## src/rtl/snitch_ro_cache_pkg.sv

```systemverilog
// snitch_ro_cache_pkg: shared encodings, geometry helpers and burst-split helper
package snitch_ro_cache_pkg;
  localparam logic [1:0] BURST_INCR = 2'b01;
  localparam logic [1:0] RESP_OKAY = 2'b00;
  localparam logic [1:0] RESP_SLVERR = 2'b10;
  localparam logic [1:0] RESP_DECERR = 2'b11;
  typedef enum logic {IDLE, SPLIT} split_state_e;
  function automatic int unsigned calc_wpl(input int unsigned line_w, input int unsigned data_w);
    return line_w / data_w;
  endfunction
  function automatic int unsigned calc_bo(input int unsigned data_w);
    return $clog2(data_w / 8);
  endfunction
  function automatic int unsigned calc_lo(input int unsigned line_w);
    return $clog2(line_w / 8);
  endfunction
  function automatic logic [8:0] calc_beats(input logic [8:0] wpl, input logic [8:0] off, input logic [8:0] rem);
    logic [8:0] room;
    room = wpl - off;
    return room < rem ? room : rem;
  endfunction
endpackage

```

## src/rtl/snitch_ro_burst_split.sv

```systemverilog
// snitch_ro_burst_split: turns one AR burst into line lookups plus metadata pushes
module snitch_ro_burst_split
  import snitch_ro_cache_pkg::*;
#(
  parameter int unsigned AxiAddrWidth = 48,
  parameter int unsigned AxiDataWidth = 64,
  parameter int unsigned AxiIdWidth = 4,
  parameter int unsigned LineWidth = 256,
  parameter int unsigned OffWidth = 2
) (
  input  logic                    clk,
  input  logic                    rst,
  input  logic                    ar_valid,
  output logic                    ar_ready,
  input  logic [AxiAddrWidth-1:0] ar_addr,
  input  logic [AxiIdWidth-1:0]   ar_id,
  input  logic [7:0]              ar_len,
  input  logic [2:0]              ar_size,
  input  logic [1:0]              ar_burst,
  input  logic                    meta_full,
  output logic                    lookup_valid,
  input  logic                    lookup_ready,
  output logic [AxiAddrWidth-1:0] lookup_addr,
  output logic [AxiIdWidth-1:0]   lookup_id,
  output logic                    push,
  output logic [AxiIdWidth-1:0]   push_id,
  output logic [OffWidth-1:0]     push_off,
  output logic [8:0]              push_beats,
  output logic                    push_err,
  output logic                    push_last
);
  localparam int unsigned WPL = calc_wpl(LineWidth, AxiDataWidth);
  localparam int unsigned BO = calc_bo(AxiDataWidth);
  localparam int unsigned LO = calc_lo(LineWidth);
  split_state_e state_q, state_d;
  logic [AxiAddrWidth-1:0] line_q;
  logic [OffWidth-1:0] off_q;
  logic [8:0] rem_q, beats;
  logic [AxiIdWidth-1:0] id_q;
  logic supported, ar_fire, req_fire;
  assign lookup_addr = line_q;
  assign lookup_id = id_q;
  always_comb begin
    supported = ar_burst == BURST_INCR && ar_size == 3'(BO);
    ar_ready = state_q == IDLE && !meta_full;
    lookup_valid = state_q == SPLIT && !meta_full;
    ar_fire = ar_valid && ar_ready;
    req_fire = lookup_valid && lookup_ready;
    beats = calc_beats(9'(WPL), 9'(off_q), rem_q);
    // unsupported bursts become a single error entry and never reach the cache
    push = (ar_fire && !supported) || req_fire;
    push_id = state_q == IDLE ? ar_id : id_q;
    push_off = state_q == IDLE ? '0 : off_q;
    push_beats = state_q == IDLE ? 9'(ar_len) + 9'd1 : beats;
    push_err = state_q == IDLE;
    push_last = state_q == IDLE || rem_q == beats;
    state_d = ar_fire && supported ? SPLIT : req_fire && rem_q == beats ? IDLE : state_q;
  end
  always_ff @(posedge clk) begin
    if (rst) begin
      state_q <= IDLE;
      line_q <= '0;
      off_q <= '0;
      rem_q <= '0;
      id_q <= '0;
    end else begin
      state_q <= state_d;
      if (ar_fire && supported) begin
        line_q <= (ar_addr >> LO) << LO;
        off_q <= OffWidth'((ar_addr >> BO) & AxiAddrWidth'(WPL - 1));
        rem_q <= 9'(ar_len) + 9'd1;
        id_q <= ar_id;
      end else if (req_fire) begin
        line_q <= line_q + AxiAddrWidth'(LineWidth / 8);
        off_q <= '0;
        rem_q <= rem_q - beats;
      end
    end
  end
endmodule

```

## src/rtl/snitch_ro_cache_burst_frontend.sv

```systemverilog
// snitch_ro_cache_burst_frontend: AXI read front-end splitting INCR bursts into line lookups
module snitch_ro_cache_burst_frontend
  import snitch_ro_cache_pkg::*;
#(
  parameter int unsigned AxiAddrWidth = 48,
  parameter int unsigned AxiDataWidth = 64,
  parameter int unsigned AxiIdWidth = 4,
  parameter int unsigned LineWidth = 256,
  parameter int unsigned MetaDepth = 8
) (
  input  logic                    clk_i,
  input  logic                    rst_i,
  input  logic                    ar_valid_i,
  output logic                    ar_ready_o,
  input  logic [AxiAddrWidth-1:0] ar_addr_i,
  input  logic [AxiIdWidth-1:0]   ar_id_i,
  input  logic [7:0]              ar_len_i,
  input  logic [2:0]              ar_size_i,
  input  logic [1:0]              ar_burst_i,
  output logic                    r_valid_o,
  input  logic                    r_ready_i,
  output logic [AxiDataWidth-1:0] r_data_o,
  output logic [AxiIdWidth-1:0]   r_id_o,
  output logic [1:0]              r_resp_o,
  output logic                    r_last_o,
  output logic                    lookup_req_valid_o,
  input  logic                    lookup_req_ready_i,
  output logic [AxiAddrWidth-1:0] lookup_req_addr_o,
  output logic [AxiIdWidth-1:0]   lookup_req_id_o,
  input  logic                    lookup_rsp_valid_i,
  output logic                    lookup_rsp_ready_o,
  input  logic [LineWidth-1:0]    lookup_rsp_data_i,
  input  logic                    lookup_rsp_error_i
);
  localparam int unsigned WPL = calc_wpl(LineWidth, AxiDataWidth);
  localparam int unsigned OW = WPL > 1 ? $clog2(WPL) : 1;
  localparam int unsigned PW = MetaDepth > 1 ? $clog2(MetaDepth) : 1;
  localparam int unsigned CW = $clog2(MetaDepth + 1);
  typedef struct packed {
    logic [AxiIdWidth-1:0] id;
    logic [OW-1:0] off;
    logic [8:0] beats;
    logic err;
    logic last;
  } meta_t;
  meta_t mem_q [MetaDepth];
  meta_t head, push_meta;
  logic [PW-1:0] wr_q, rd_q;
  logic [CW-1:0] cnt_q;
  logic [7:0] k_q;
  logic [OW-1:0] widx;
  logic empty, full, live, fin, push, pop, r_valid, ar_ready, req_valid;
  logic [AxiIdWidth-1:0] p_id;
  logic [OW-1:0] p_off;
  logic [8:0] p_beats;
  logic p_err, p_last;
  snitch_ro_burst_split #(
    .AxiAddrWidth(AxiAddrWidth),
    .AxiDataWidth(AxiDataWidth),
    .AxiIdWidth(AxiIdWidth),
    .LineWidth(LineWidth),
    .OffWidth(OW)
  ) i_split (
    .clk(clk_i),
    .rst(rst_i),
    .ar_valid(ar_valid_i),
    .ar_ready(ar_ready),
    .ar_addr(ar_addr_i),
    .ar_id(ar_id_i),
    .ar_len(ar_len_i),
    .ar_size(ar_size_i),
    .ar_burst(ar_burst_i),
    .meta_full(full && !pop),
    .lookup_valid(req_valid),
    .lookup_ready(lookup_req_ready_i),
    .lookup_addr(lookup_req_addr_o),
    .lookup_id(lookup_req_id_o),
    .push(push),
    .push_id(p_id),
    .push_off(p_off),
    .push_beats(p_beats),
    .push_err(p_err),
    .push_last(p_last)
  );
  assign push_meta = {p_id, p_off, p_beats, p_err, p_last};
  assign ar_ready_o = ar_ready && !rst_i;
  assign lookup_req_valid_o = req_valid && !rst_i;
  assign r_valid_o = r_valid;
  always_comb begin
    head = mem_q[rd_q];
    empty = cnt_q == '0;
    full = cnt_q == CW'(MetaDepth);
    live = !empty && !rst_i;
    fin = 9'(k_q) == head.beats - 9'd1;
    widx = head.off + OW'(k_q);
    // error entries stream DECERR on their own; data entries follow the held line
    r_valid = live && (head.err || lookup_rsp_valid_i);
    pop = r_valid && r_ready_i && fin;
    r_data_o = !live || head.err ? '0 : lookup_rsp_data_i[widx*AxiDataWidth +: AxiDataWidth];
    r_id_o = live ? head.id : '0;
    r_resp_o = !live ? RESP_OKAY : head.err ? RESP_DECERR : lookup_rsp_error_i ? RESP_SLVERR : RESP_OKAY;
    r_last_o = r_valid && head.last && fin;
    lookup_rsp_ready_o = r_valid && !head.err && fin && r_ready_i;
  end
  always_ff @(posedge clk_i) begin
    if (rst_i) begin
      wr_q <= '0;
      rd_q <= '0;
      cnt_q <= '0;
      k_q <= '0;
    end else begin
      if (push) begin
        mem_q[wr_q] <= push_meta;
        wr_q <= wr_q == PW'(MetaDepth - 1) ? '0 : wr_q + 1'b1;
      end
      if (pop) rd_q <= rd_q == PW'(MetaDepth - 1) ? '0 : rd_q + 1'b1;
      cnt_q <= cnt_q + CW'(push) - CW'(pop);
      if (r_valid && r_ready_i) k_q <= fin ? '0 : k_q + 8'd1;
    end
  end
  assert property (@(posedge clk_i) disable iff (rst_i) !(lookup_rsp_valid_i && empty));
endmodule
```

## config.mk

```make
export PLATFORM = sky130hd
export DESIGN_NAME = snitch_ro_cache_burst_frontend
export DESIGN_NICKNAME = d
export VERILOG_FILES = /design/src/rtl/snitch_ro_cache_pkg.sv /design/src/rtl/snitch_ro_burst_split.sv /design/src/rtl/snitch_ro_cache_burst_frontend.sv
export SDC_FILE = /design/constraint.sdc
export NUM_CORES = 1
export LEC_CHECK = 0
export BUFFER_PORTS_ARGS = -buffer_cell sky130_fd_sc_hd__clkbuf_2
export CAP_MARGIN = 20
export CORE_ASPECT_RATIO = 1.1
export CORE_MARGIN = 5
export CORE_UTILIZATION = 45
export CTS_CLUSTER_SIZE = 28
export DETAILED_ROUTE_END_ITERATION = 12
export HOLD_SLACK_MARGIN = 0.15
export MAX_ROUTING_LAYER = met4
export PLACE_DENSITY = 0.74
export REMOVE_ABC_BUFFERS = 1
export SLEW_MARGIN = 20
export SYNTH_ARGS = -nofsm -noshare
export SYNTH_HDL_FRONTEND = slang
export SYNTH_SLANG_ARGS = --single-unit
```

## constraint.sdc

```tcl
create_clock -name clk_i -period 8.67 [get_ports clk_i]
set_input_delay 1.734 -clock clk_i [delete_from_list [all_inputs] [get_ports clk_i]]
set_output_delay 1.734 -clock clk_i [all_outputs]
set_load 0.01 [all_outputs]
```

==> Word level (Yosys, flattened, before mapping) <==
Memories as Yosys holds them, arrays and structs flattened. A register that Yosys moved wholly into a read port is not among the register bits.
Cells that the tools add are included.
{ "totals": {"reg_bits": 82, "ramBits": 136, "out_inout_bits": 127, "n_memories": 1} }
{ "op_classes": {"addsub": 11, "magnitude_cmp": 1, "n_eq_ne": 7, "shifts": 1, "n_mux": 25, "bitwise_logic": 1, "reduce_logical": 35} }
{ "memory_table": {"columns": ["memory", "depth", "width", "read_ports", "rd_clocked_by_memory_dff", "wr", "line", "source"], "rows": [
  ["mem_q", 8, 17, 1, 1, 1, "snitch_ro_cache_burst_frontend.sv:46", "meta_t mem_q [MetaDepth];"]
]} }
{ "op_table": {"columns": ["op", "count"], "rows": [
  ["variable part select 256 x 9 -> 64 bit", 1],
  ["2-to-1 mux 48 bit", 2],
  ["2-to-1 mux 64 bit", 1],
  ["adder 48 x 6 -> 48 bit (second input constant)", 1],
  ["2-to-1 mux 9 bit", 4],
  ["logical AND 1 bit", 20],
  ["2-to-1 mux 2 bit", 6],
  ["2-to-1 mux 3 bit", 4],
  ["adder 8 x 1 -> 9 bit (second input constant)", 1],
  ["equality test 8 x 9 -> 1 bit", 1],
  ["equality test 9 bit", 1],
  ["< comparator 9 bit", 1],
  ["subtractor 9 x 1 -> 9 bit (second input constant)", 1],
  ["subtractor 9 bit", 1],
  ["adder 8 x 1 -> 8 bit (second input constant)", 1],
  ["2-to-1 mux 4 bit", 2],
  ["2-to-1 mux 8 bit", 1],
  ["logical NOT 1 bit", 7],
  ["adder 3 x 1 -> 3 bit (second input constant)", 2],
  ["equality test 3 bit (second input constant)", 2],
  ["2-to-1 mux 1 bit", 5],
  ["adder 4 x 1 -> 4 bit", 1],
  ["equality test 4 bit (second input constant)", 1],
  ["logical NOT 4 bit", 1],
  ["other kinds (9)", 13]
]} }

==> Longest topological paths before layout <==
Gate-level depths: netlist of the first run.
{ "logic_depth": {"word_depth": 16, "ltp_mapped": 22} }

==> By module <==
From an unflattened synthesis of the first run, not the netlist that was laid out.
{ "unflattened": {"hier_cells": 1004, "hier_area_um2": 12438.2} }
{ "by_module_without_submodules": {"columns": ["module", "instances", "cells_per_inst", "area_per_inst_um2"], "rows": [
  ["snitch_ro_cache_burst_frontend", 1, 540, 8692.1],
  ["snitch_ro_burst_split", 1, 464, 3746.1]
]} }

==> Least setup slack after synthesis of the first run <==
Ideal clock, no wire load.
{ "synth_path": {"path_type": "register -> output", "start": "register with a tool-made name", "end": "output port r_data_o[10]", "arrival_time_ps": 4164, "path_slack_ps": 2772, "path_stages_with_launch": 12, "path_buffers": 6, "path_cell_list": "dfxtp_1 buf_6 buf_2 buf_4 buf_1 mux4_2 mux2_2 ha_1 buf_1 buf_1 mux4_2 nor2b_1"} }
{ "synth_rtl": {"columns": ["element", "line", "source"], "rows": [
  ["to (decl)", "snitch_ro_cache_burst_frontend.sv:22", "output logic [AxiDataWidth-1:0] r_data_o,"]
]} }

==> metrics.txt, run 1 <==
# TYPE chip_impl_metric gauge
chip_impl_metric{name="cp_data_arrival_time",unit="ps"} 5090
chip_impl_metric{name="first_global_vias",unit=""} 10760
chip_impl_metric{name="p_clk_frac",unit=""} 0.360
chip_impl_metric{name="hpwl",unit="um"} 38420
chip_impl_metric{name="design.core.area",unit="mm2"} 0.02755
chip_impl_metric{name="ir_worst_vdd",unit="mV"} 0.1645
chip_impl_metric{name="power.combinational.fraction",unit=""} 0.230
chip_impl_metric{name="switching_power_total",unit="uW"} 773.7
chip_impl_metric{name="first_pass_iters",unit=""} 5
chip_impl_metric{name="final.min_clock_period",unit="ps"} 6827
chip_impl_metric{name="hold_viol_final",unit=""} 0
chip_impl_metric{name="design.portCount",unit=""} 455
chip_impl_metric{name="drc",unit=""} 0
chip_impl_info{name="rsz_0062_raised_after_global_routing",value="no"} 1
chip_impl_metric{name="drt_iter0_drc",unit=""} 829
chip_impl_metric{name="cts_hold_bufs",unit=""} 0
chip_impl_metric{name="reg2reg_setup_slack",unit="ps"} 2960
chip_impl_metric{name="synth-seq-area-share",unit=""} 0.4562
chip_impl_metric{name="syn_area_per_cell",unit="um2"} 11.53
chip_impl_metric{name="start_util",unit=""} 0.4524
chip_impl_metric{name="fin_setup_tns",unit="ps"} 0
chip_impl_metric{name="post_drt_wl_per_cell",unit="um"} 25.86
chip_impl_metric{name="post_cts.resized_instances",unit=""} 0
chip_impl_metric{name="async_reset_ff_frac",unit=""} 0
chip_impl_metric{name="critical_path_required",unit="ps"} 6940
chip_impl_metric{name="synthesis.area",unit="mm2"} 0.01246
chip_impl_info{name="timing.critical_path.from_type",value="register"} 1
chip_impl_metric{name="avgViaCountPerCell",unit=""} 5.887
chip_impl_metric{name="ys_seq_elements",unit=""} 216
chip_impl_metric{name="grt_antenna_before_repair",unit=""} 15
chip_impl_metric{name="fin_skew",unit="ps"} 23.05
chip_impl_metric{name="postPlaceCellArea",unit="mm2"} 0.01503
chip_impl_metric{name="cellLeakagePower",unit="uW"} 0.006073
chip_impl_info{name="result_of_the_run",value="finished, final reports clean"} 1
chip_impl_metric{name="synth_edf_count",unit=""} 136
chip_impl_metric{name="max_slew_margin",unit=""} 0.2469
chip_impl_info{name="crit-reg2reg-capture",value="cnt_q[2]"} 1
chip_impl_info{name="cp-end-kind",value="primary output"} 1
chip_impl_info{name="tritoncts",value="built"} 1
chip_impl_metric{name="hold_ws",unit="ps"} 470.9
chip_impl_metric{name="yosysUniqueCellTypes",unit=""} 69
chip_impl_metric{name="overflow",unit=""} 0
chip_impl_metric{name="cts_h_tree_lvls",unit=""} 1
chip_impl_metric{name="nets",unit=""} 1850
chip_impl_metric{name="via_count",unit=""} 11150
chip_impl_metric{name="totalWireLength",unit="um"} 48980
chip_impl_metric{name="internal-power",unit="uW"} 2008
chip_impl_metric{name="timing.critical_path.fanout_max",unit=""} 22
chip_impl_metric{name="share_seq_of_total_power",unit=""} 0.410
chip_impl_metric{name="grtUsageTotal",unit=""} 0.3060
chip_impl_metric{name="instance_count_of_the_mapped_netlist",unit=""} 1081
chip_impl_metric{name="dieArea",unit="mm2"} 0.03113
chip_impl_info{name="hp-class",value="reg -> reg"} 1
chip_impl_metric{name="grt_max_degree",unit=""} 74
chip_impl_metric{name="clock_path_buffers",unit=""} 3
chip_impl_metric{name="logic_depth_of_the_worst_register_to_register_path",unit=""} 18
chip_impl_metric{name="report.final.slew_viol_count",unit=""} 0
chip_impl_info{name="critPathCapture",value="lookup_req_valid_o"} 1
chip_impl_metric{name="die_w",unit="um"} 168.7
chip_impl_info{name="criticalPathCategory",value="reg -> out"} 1
chip_impl_metric{name="gp_congestion",unit=""} 0.9407
chip_impl_metric{name="crit_share_post_route",unit=""} 0.7874
chip_impl_metric{name="post-layout-total-power",unit="uW"} 2782
chip_impl_info{name="synthFlopType",value="sky130_fd_sc_hd__edfxtp_1"} 1
chip_impl_metric{name="grt_pass1_wl",unit="um"} 68830
chip_impl_metric{name="cts_setup_buffers",unit=""} 0
chip_impl_metric{name="yosys_warnings",unit=""} 0
chip_impl_metric{name="clock_sinks",unit=""} 216
chip_impl_info{name="ctsRootBufferMaster",value="sky130_fd_sc_hd__clkbuf_16"} 1
chip_impl_metric{name="die_height",unit="um"} 184.5
chip_impl_metric{name="ant_nets",unit=""} 0
chip_impl_metric{name="finalSetupViolations",unit=""} 0
chip_impl_metric{name="stdcell_area",unit="mm2"} 0.01584
chip_impl_metric{name="placement_rows",unit=""} 64
chip_impl_metric{name="drive_gt1_frac",unit=""} 0.4205
chip_impl_metric{name="post_synthesis_to_final_layout_area_growth",unit="%"} 27.11
chip_impl_metric{name="timing_worst_slew_pin_value",unit="ps"} 1130
chip_impl_metric{name="cellPowerDensity",unit="mW/mm2"} 175.6
chip_impl_metric{name="clock_insertion_delay_worst_skew",unit="ps"} 530
chip_impl_metric{name="tritoncts.num_buffers",unit=""} 22
chip_impl_metric{name="placement.io_buffers",unit=""} 446
chip_impl_metric{name="swShare",unit=""} 0.2781
chip_impl_metric{name="clk_transition_reported_paths",unit="ps"} 70
chip_impl_metric{name="maxcap_viol_count",unit=""} 0
chip_impl_metric{name="max_freq",unit="GHz"} 0.1465
==> critical path, cell delays in order, from the launching register on <==
cell and delay, ps:
sky130_fd_sc_hd__dfxtp_2 650, sky130_fd_sc_hd__buf_4 430, sky130_fd_sc_hd__mux4_2 610, sky130_fd_sc_hd__mux2i_2 370, sky130_fd_sc_hd__nand3_1 250, sky130_fd_sc_hd__nor2_1 180, sky130_fd_sc_hd__mux2_2 350, sky130_fd_sc_hd__nor3_1 490
sky130_fd_sc_hd__o31a_2 260, sky130_fd_sc_hd__or2_1 700, sky130_fd_sc_hd__nor2_1 100, sky130_fd_sc_hd__clkbuf_2 170
==> metrics by stage <==
step	setup WS, ps	util	std cells
after detailed placement	2472	0.5457	1838
after CTS	1901	0.5736	1878
after floorplan	254.8	-	1011
after global placement	2581	0.5457	1838
final	1843	0.5750	1894
after global routing	1575	0.5747	1890
==> placed cells by master, fill, tap and decap left out, drive strengths merged, types with 7 or more instances in the layout <==
| cell | netlist | layout |
|---|---|---|
| a21oi | 66 | 66 |
| a22oi | 15 | 15 |
| a31oi | 8 | 8 |
| and2 | 9 | 9 |
| and3 | 14 | 14 |
| buf | 28 | 18 |
| clkbuf | 46 | 469 |
| clkinv | 1 | 14 |
| dfxtp | 80 | 80 |
| diode | 0 | 16 |
| edfxtp | 136 | 136 |
| ha | 21 | 21 |
| inv | 37 | 37 |
| mux2 | 12 | 12 |
| mux2i | 32 | 32 |
| mux4 | 92 | 92 |
| nand2 | 50 | 50 |
| nand2b | 15 | 15 |
| nand3 | 35 | 35 |
| nand4 | 11 | 11 |
| nor2 | 103 | 103 |
| nor2b | 69 | 69 |
| nor3 | 18 | 18 |
| nor4 | 11 | 11 |
| o211ai | 19 | 19 |
| o21ai | 37 | 37 |
| o32ai | 19 | 19 |
| or2 | 7 | 7 |
| xnor2 | 11 | 11 |
| xor2 | 14 | 14 |
==> routing by layer <==
metal	up-vias	wire length, um	global-route usage
met3	61	5918	0.1070
met2	656	23630	0.4942
met4	0	1397	0.07338
met1	5451	18030	0.3716
met5	-	0	-
li1	4982	-	-
==> worst min-delay path by stage <==
stage,from,endpoint,slack [ps],depth (start not counted)
after detailed placement,i_split.off_q[1],i_split.off_q[1],470,2
final,i_split.off_q[1],i_split.off_q[1],470,2
after floorplan,i_split.rem_q[7],i_split.rem_q[7],440,2
after CTS,i_split.off_q[1],i_split.off_q[1],480,2
after global placement,i_split.off_q[1],i_split.off_q[1],450,2
after global routing,i_split.off_q[1],i_split.off_q[1],510,2
==> cells in the mapped netlist, types with 8 or more instances <==
| library cell | n | area [um2] |
|---|---|---|
| sky130_fd_sc_hd__a21oi_1 | 66 | 330.3 |
| sky130_fd_sc_hd__dfxtp_1 | 80 | 1602 |
| sky130_fd_sc_hd__nor2b_1 | 69 | 431.7 |
| sky130_fd_sc_hd__mux2_2 | 12 | 135.1 |
| sky130_fd_sc_hd__o32ai_1 | 19 | 166.4 |
| sky130_fd_sc_hd__nand2b_1 | 15 | 93.84 |
| sky130_fd_sc_hd__nand4_1 | 11 | 68.82 |
| sky130_fd_sc_hd__xnor2_1 | 11 | 96.34 |
| sky130_fd_sc_hd__a31oi_1 | 8 | 50.05 |
| sky130_fd_sc_hd__nor2_1 | 102 | 382.9 |
| sky130_fd_sc_hd__nand2_1 | 50 | 187.7 |
| sky130_fd_sc_hd__mux2i_1 | 31 | 310.3 |
| sky130_fd_sc_hd__and3_1 | 14 | 87.58 |
| sky130_fd_sc_hd__buf_1 | 8 | 30.03 |
| sky130_fd_sc_hd__and2_1 | 8 | 50.05 |
| sky130_fd_sc_hd__nand3_1 | 35 | 175.2 |
| sky130_fd_sc_hd__o21ai_0 | 37 | 185.2 |
| sky130_fd_sc_hd__buf_2 | 10 | 50.05 |
| sky130_fd_sc_hd__inv_1 | 37 | 138.9 |
| sky130_fd_sc_hd__nor3_1 | 18 | 90.09 |
| sky130_fd_sc_hd__nor4_1 | 10 | 62.56 |
| sky130_fd_sc_hd__clkbuf_1 | 46 | 172.7 |
| sky130_fd_sc_hd__edfxtp_1 | 136 | 4084 |
| sky130_fd_sc_hd__o211ai_1 | 19 | 142.6 |
| sky130_fd_sc_hd__mux4_2 | 92 | 2072 |
| sky130_fd_sc_hd__a22oi_1 | 15 | 112.6 |
| sky130_fd_sc_hd__ha_1 | 21 | 262.8 |
| sky130_fd_sc_hd__xor2_1 | 14 | 122.6 |
==> registers in the layout, indices dropped and copies added, names as in the netlist, 3 cells and up, named ones only <==
| name | count |
|---|---|
| mem_q | 136 |
| i_split.lookup_addr | 43 |
| i_split.rem_q | 9 |
| k_q | 8 |
| cnt_q | 4 |
| i_split.lookup_id | 4 |
| rd_q | 3 |
| wr_q | 3 |
==> final cells by class <==
type                            instances  area (um2)
Inverter                               38       142.6
Timing Repair Buffer                  464        2380
Antenna cell                           16       40.04
Multi-Input combinational cell        757        6367
Sequential cell                       216        5689
Clock inverter                         17       212.7
Fill cell                            2342       11710
Clock buffer                           23       554.3
Tap cell                              363       454.2
==> power groups by stage <==
| stage | sequential, uW | combinational (uW) | clock, uW |
|---|---|---|---|
| 2_1_floorplan | 1160 | 402 | 0 |
| 3_3_place_gp | 1160 | 636 | 0 |
| 3_5_place_dp | 1160 | 641 | 0 |
| 4_1_cts | 1140 | 646 | 1010 |
| 5_1_grt | 1140 | 684 | 1060 |
| 6_report | 1140 | 641 | 1000 |
==> kinds of logic after synthesis <==
group | count (synthesis) | share of synthesized area
buffers and inverters | 112 | 0.03865
multiplexers | 136 | 0.2031
XOR/XNOR | 25 | 0.01757
AND/OR/NAND/NOR | 369 | 0.1553
flip-flops | 216 | 0.4562
AO/OA/AOI/OAI | 199 | 0.1045
other | 1 | 0.0003009
adder cells (fa/ha/maj) | 23 | 0.02430
Note: power is estimated with default switching activity, not from simulation.
==> run 2: changes to the inputs <==
ABC_AREA = 1   (was not set)
PLACE_DENSITY = 0.75   (was 0.74)
clock period = 5.54 ns   (was 8.67 ns; I/O delays follow)
==> metrics.txt, run 2 <==
# TYPE chip_impl_metric gauge
chip_impl_info{name="result_of_the_run",value="finished, final reports clean"} 1
chip_impl_metric{name="first_global_vias",unit=""} 13970
chip_impl_metric{name="clk_transition_reported_paths",unit="ps"} 60
chip_impl_metric{name="largest_register_ff_count",unit=""} 136
chip_impl_info{name="timing.critical_path.from_type",value="register"} 1
chip_impl_metric{name="ys_seq_elements",unit=""} 216
chip_impl_info{name="synth.cells.most_frequent",value="sky130_fd_sc_hd__inv_1, sky130_fd_sc_hd__nand2_1, sky130_fd_sc_hd__nor2_1"} 1
chip_impl_metric{name="placement.io_buffers",unit=""} 446
chip_impl_metric{name="grt_antenna_before_repair",unit=""} 4
chip_impl_info{name="max_flop_register",value="mem_q"} 1
chip_impl_metric{name="regArea",unit="mm2"} 0.005687
chip_impl_metric{name="cellLeakagePower",unit="uW"} 0.008410
chip_impl_metric{name="report.final.slew_viol_count",unit=""} 0
chip_impl_info{name="critical_path.cell_chain",value="inv_2 -> o21ai_0 -> o22ai_1 -> nor2_1 -> a31oi_1 -> ha_4 -> xor2_1 -> or2_2 -> nand2_2 -> inv_2 -> buf_12 -> buf_4 -> a211oi_1 -> nor3_1 -> clkbuf_2"} 1
chip_impl_metric{name="cellPowerDensity",unit="mW/mm2"} 274.0
chip_impl_metric{name="max_slew_margin",unit=""} 0.3194
chip_impl_metric{name="multi_input_comb_area",unit="mm2"} 0.006476
chip_impl_info{name="mostFrequentLayoutCell",value="sky130_fd_sc_hd__clkbuf_2"} 1
chip_impl_metric{name="gp_congestion",unit=""} 0.9704
chip_impl_metric{name="drt_iter0_drc",unit=""} 1048
chip_impl_info{name="critPathCapture",value="r_data_o[38]"} 1
chip_impl_metric{name="clock_sinks",unit=""} 216
chip_impl_metric{name="cts_hold_bufs",unit=""} 0
chip_impl_metric{name="drc",unit=""} 0
chip_impl_info{name="ctsRootBufferMaster",value="sky130_fd_sc_hd__clkbuf_16"} 1
chip_impl_metric{name="reg2reg_setup_slack",unit="ps"} 1280
chip_impl_metric{name="clock_insertion_delay_worst_skew",unit="ps"} 540
chip_impl_metric{name="synth_edf_count",unit=""} 136
chip_impl_info{name="critical_path.most_common_cell",value="sky130_fd_sc_hd__inv_2"} 1
chip_impl_info{name="synthFlopType",value="sky130_fd_sc_hd__edfxtp_1"} 1
chip_impl_metric{name="cp.buffers_inverters",unit=""} 5
chip_impl_info{name="hp-class",value="reg -> reg"} 1
chip_impl_info{name="tritoncts",value="built"} 1
chip_impl_metric{name="cts_setup_buffers",unit=""} 0
chip_impl_metric{name="detailedPlace.worstSlack",unit="ps"} 980.3
chip_impl_metric{name="design.core.area",unit="mm2"} 0.03051
chip_impl_metric{name="post_synthesis_to_final_layout_area_growth",unit="%"} 24.12
chip_impl_metric{name="yosysUniqueCellTypes",unit=""} 47
chip_impl_info{name="cp_slowest_cell",value="sky130_fd_sc_hd__inv_2"} 1
chip_impl_metric{name="clock_path_buffers",unit=""} 3
chip_impl_metric{name="first_pass_iters",unit=""} 5
chip_impl_info{name="crit-reg2reg-capture",value="cnt_q[2]"} 1
chip_impl_metric{name="final_layout_fill_cell_count",unit=""} 2960
chip_impl_metric{name="start_util",unit=""} 0.4562
chip_impl_metric{name="ir_worst_vdd",unit="mV"} 0.1959
chip_impl_metric{name="timing.critical_path.fanout_max",unit=""} 37
chip_impl_metric{name="slowest_delay",unit="ps"} 490
chip_impl_metric{name="hold_viol_final",unit=""} 0
chip_impl_metric{name="logic_depth_of_the_worst_register_to_register_path",unit=""} 24
chip_impl_metric{name="via_count",unit=""} 14340
chip_impl_info{name="rsz_0062_raised_after_global_routing",value="no"} 1
chip_impl_metric{name="tritoncts.num_buffers",unit=""} 25
chip_impl_metric{name="die_height",unit="um"} 194.5
chip_impl_metric{name="fin_setup_tns",unit="ps"} 0
chip_impl_metric{name="design.portCount",unit=""} 455
chip_impl_metric{name="max_freq",unit="GHz"} 0.1950
chip_impl_metric{name="drive_gt1_frac",unit=""} 0.2344
chip_impl_metric{name="totalWireLength",unit="um"} 50170
chip_impl_metric{name="die_w",unit="um"} 177.7
chip_impl_metric{name="dieArea",unit="mm2"} 0.03456
chip_impl_metric{name="cts_h_tree_lvls",unit=""} 1
chip_impl_info{name="cpLargestDelayFamily",value="buffers and inverters"} 1
chip_impl_metric{name="placement_rows",unit=""} 67
chip_impl_metric{name="hpwl",unit="um"} 37660
chip_impl_metric{name="cp_num_cells",unit=""} 15
chip_impl_metric{name="fin_skew",unit="ps"} 13.33
chip_impl_metric{name="post_drt_wl_per_cell",unit="um"} 18.32
chip_impl_info{name="synth.top_cells.by_area",value="sky130_fd_sc_hd__edfxtp_1, sky130_fd_sc_hd__dfxtp_1, sky130_fd_sc_hd__inv_1, sky130_fd_sc_hd__nand2_1, sky130_fd_sc_hd__nor2_1"} 1
chip_impl_metric{name="timing_worst_slew_pin_value",unit="ps"} 1010
chip_impl_metric{name="critical_path_required",unit="ps"} 4430
chip_impl_metric{name="synth_top_area_share",unit=""} 0.2934
chip_impl_metric{name="synthesis.area",unit="mm2"} 0.01392
chip_impl_metric{name="maxcap_viol_count",unit=""} 0
chip_impl_metric{name="overflow",unit=""} 0
chip_impl_metric{name="ant_nets",unit=""} 0
chip_impl_metric{name="instance_count_of_the_mapped_netlist",unit=""} 1912
chip_impl_metric{name="nets",unit=""} 2653
chip_impl_metric{name="post-layout-total-power",unit="uW"} 4734
chip_impl_metric{name="post_cts.resized_instances",unit=""} 0
chip_impl_metric{name="crit_share_post_route",unit=""} 0.9255
chip_impl_info{name="synth_area_leader_cell",value="sky130_fd_sc_hd__edfxtp_1"} 1
chip_impl_metric{name="finalSetupViolations",unit=""} 0
chip_impl_metric{name="avgViaCountPerCell",unit=""} 5.235
chip_impl_info{name="cp-end-kind",value="primary output"} 1
chip_impl_metric{name="yosys_warnings",unit=""} 0
chip_impl_info{name="criticalPathCategory",value="reg -> out"} 1
chip_impl_metric{name="grt_max_degree",unit=""} 79
chip_impl_metric{name="async_reset_ff_frac",unit=""} 0
chip_impl_metric{name="synth-seq-area-share",unit=""} 0.4084
chip_impl_metric{name="setup_ws",unit="ps"} 413.0
chip_impl_metric{name="cp_data_arrival_time",unit="ps"} 4020
chip_impl_metric{name="final.min_clock_period",unit="ps"} 5127
chip_impl_metric{name="grt_pass1_wl",unit="um"} 75900
chip_impl_metric{name="grtUsageTotal",unit=""} 0.2836
chip_impl_metric{name="syn_area_per_cell",unit="um2"} 7.281
chip_impl_info{name="most-common-layout-cells",value="sky130_fd_sc_hd__clkbuf_2, sky130_fd_sc_hd__inv_1, sky130_fd_sc_hd__nand2_1, sky130_fd_sc_hd__nor2_1, sky130_fd_sc_hd__nand3_1"} 1
[run 2: tightest hold or removal path, stage by stage, from the launching register on]
cell and delay (ps):
sky130_fd_sc_hd__dfxtp_1 310, sky130_fd_sc_hd__inv_1 60, sky130_fd_sc_hd__a21oi_1 50
[run 2: how the worst min path moves through the flow]
| stage | slack (ps) | from | cells past startpoint | end |
|---|---|---|---|---|
| 2_1_floorplan | 450 | i_split.off_q[1] | 2 | i_split.off_q[1] |
| 3_3_place_gp | 450 | i_split.lookup_id[2] | 2 | i_split.lookup_id[2] |
| 6_report | 470 | i_split.lookup_id[0] | 2 | i_split.lookup_id[0] |
| 4_1_cts | 470 | i_split.lookup_id[0] | 2 | i_split.lookup_id[0] |
| 3_5_place_dp | 460 | i_split.lookup_id[0] | 2 | i_split.lookup_id[0] |
| 5_1_grt | 490 | i_split.lookup_id[2] | 2 | i_split.lookup_id[2] |
[run 2: stage by stage]
stage	hold slack [ps]	instances	cell area [um2]	util
after global placement	449.0	2689	16470	0.5397
after floorplan	446.0	1794	13360	-
final	465.2	2739	17280	0.5663
after CTS	466.2	2735	17270	0.5659
after detailed placement	458.2	2689	16470	0.5397
after global routing	485.6	2739	17280	0.5663
[run 2: cell type report]
class	count	share of cell area
Clock buffer	29	0.03707
Antenna cell	4	0.0005793
Multi-Input combinational cell	1254	0.3748
Sequential cell	216	0.3291
Inverter	324	0.07053
Timing Repair Buffer	481	0.1487
Clock inverter	17	0.009196
Tap cell	414	0.02998
[run 2: power breakdown]
group | switching [uW] | internal [uW]
combinational | 852 | 466
clock | 666 | 930
sequential | 39.8 | 1780
[run 2: per-layer routing]
layer | GRT usage | vias to the layer above | wire, um
met5 | - | - | 0
met2 | 0.4710 | 561 | 24230
met3 | 0.05654 | 73 | 4039
met1 | 0.3633 | 6614 | 20860
met4 | 0.05444 | 0 | 1037
li1 | - | 7090 | -
[run 2: cells by family after synthesis]
logic type / share of synthesized area
xor+xnor: 0.02939
compound gates: 0.1195
fa+ha+maj: 0.02175
simple gates: 0.2919
flops: 0.4084
other cells: 0.0002694
buf+inv: 0.1287
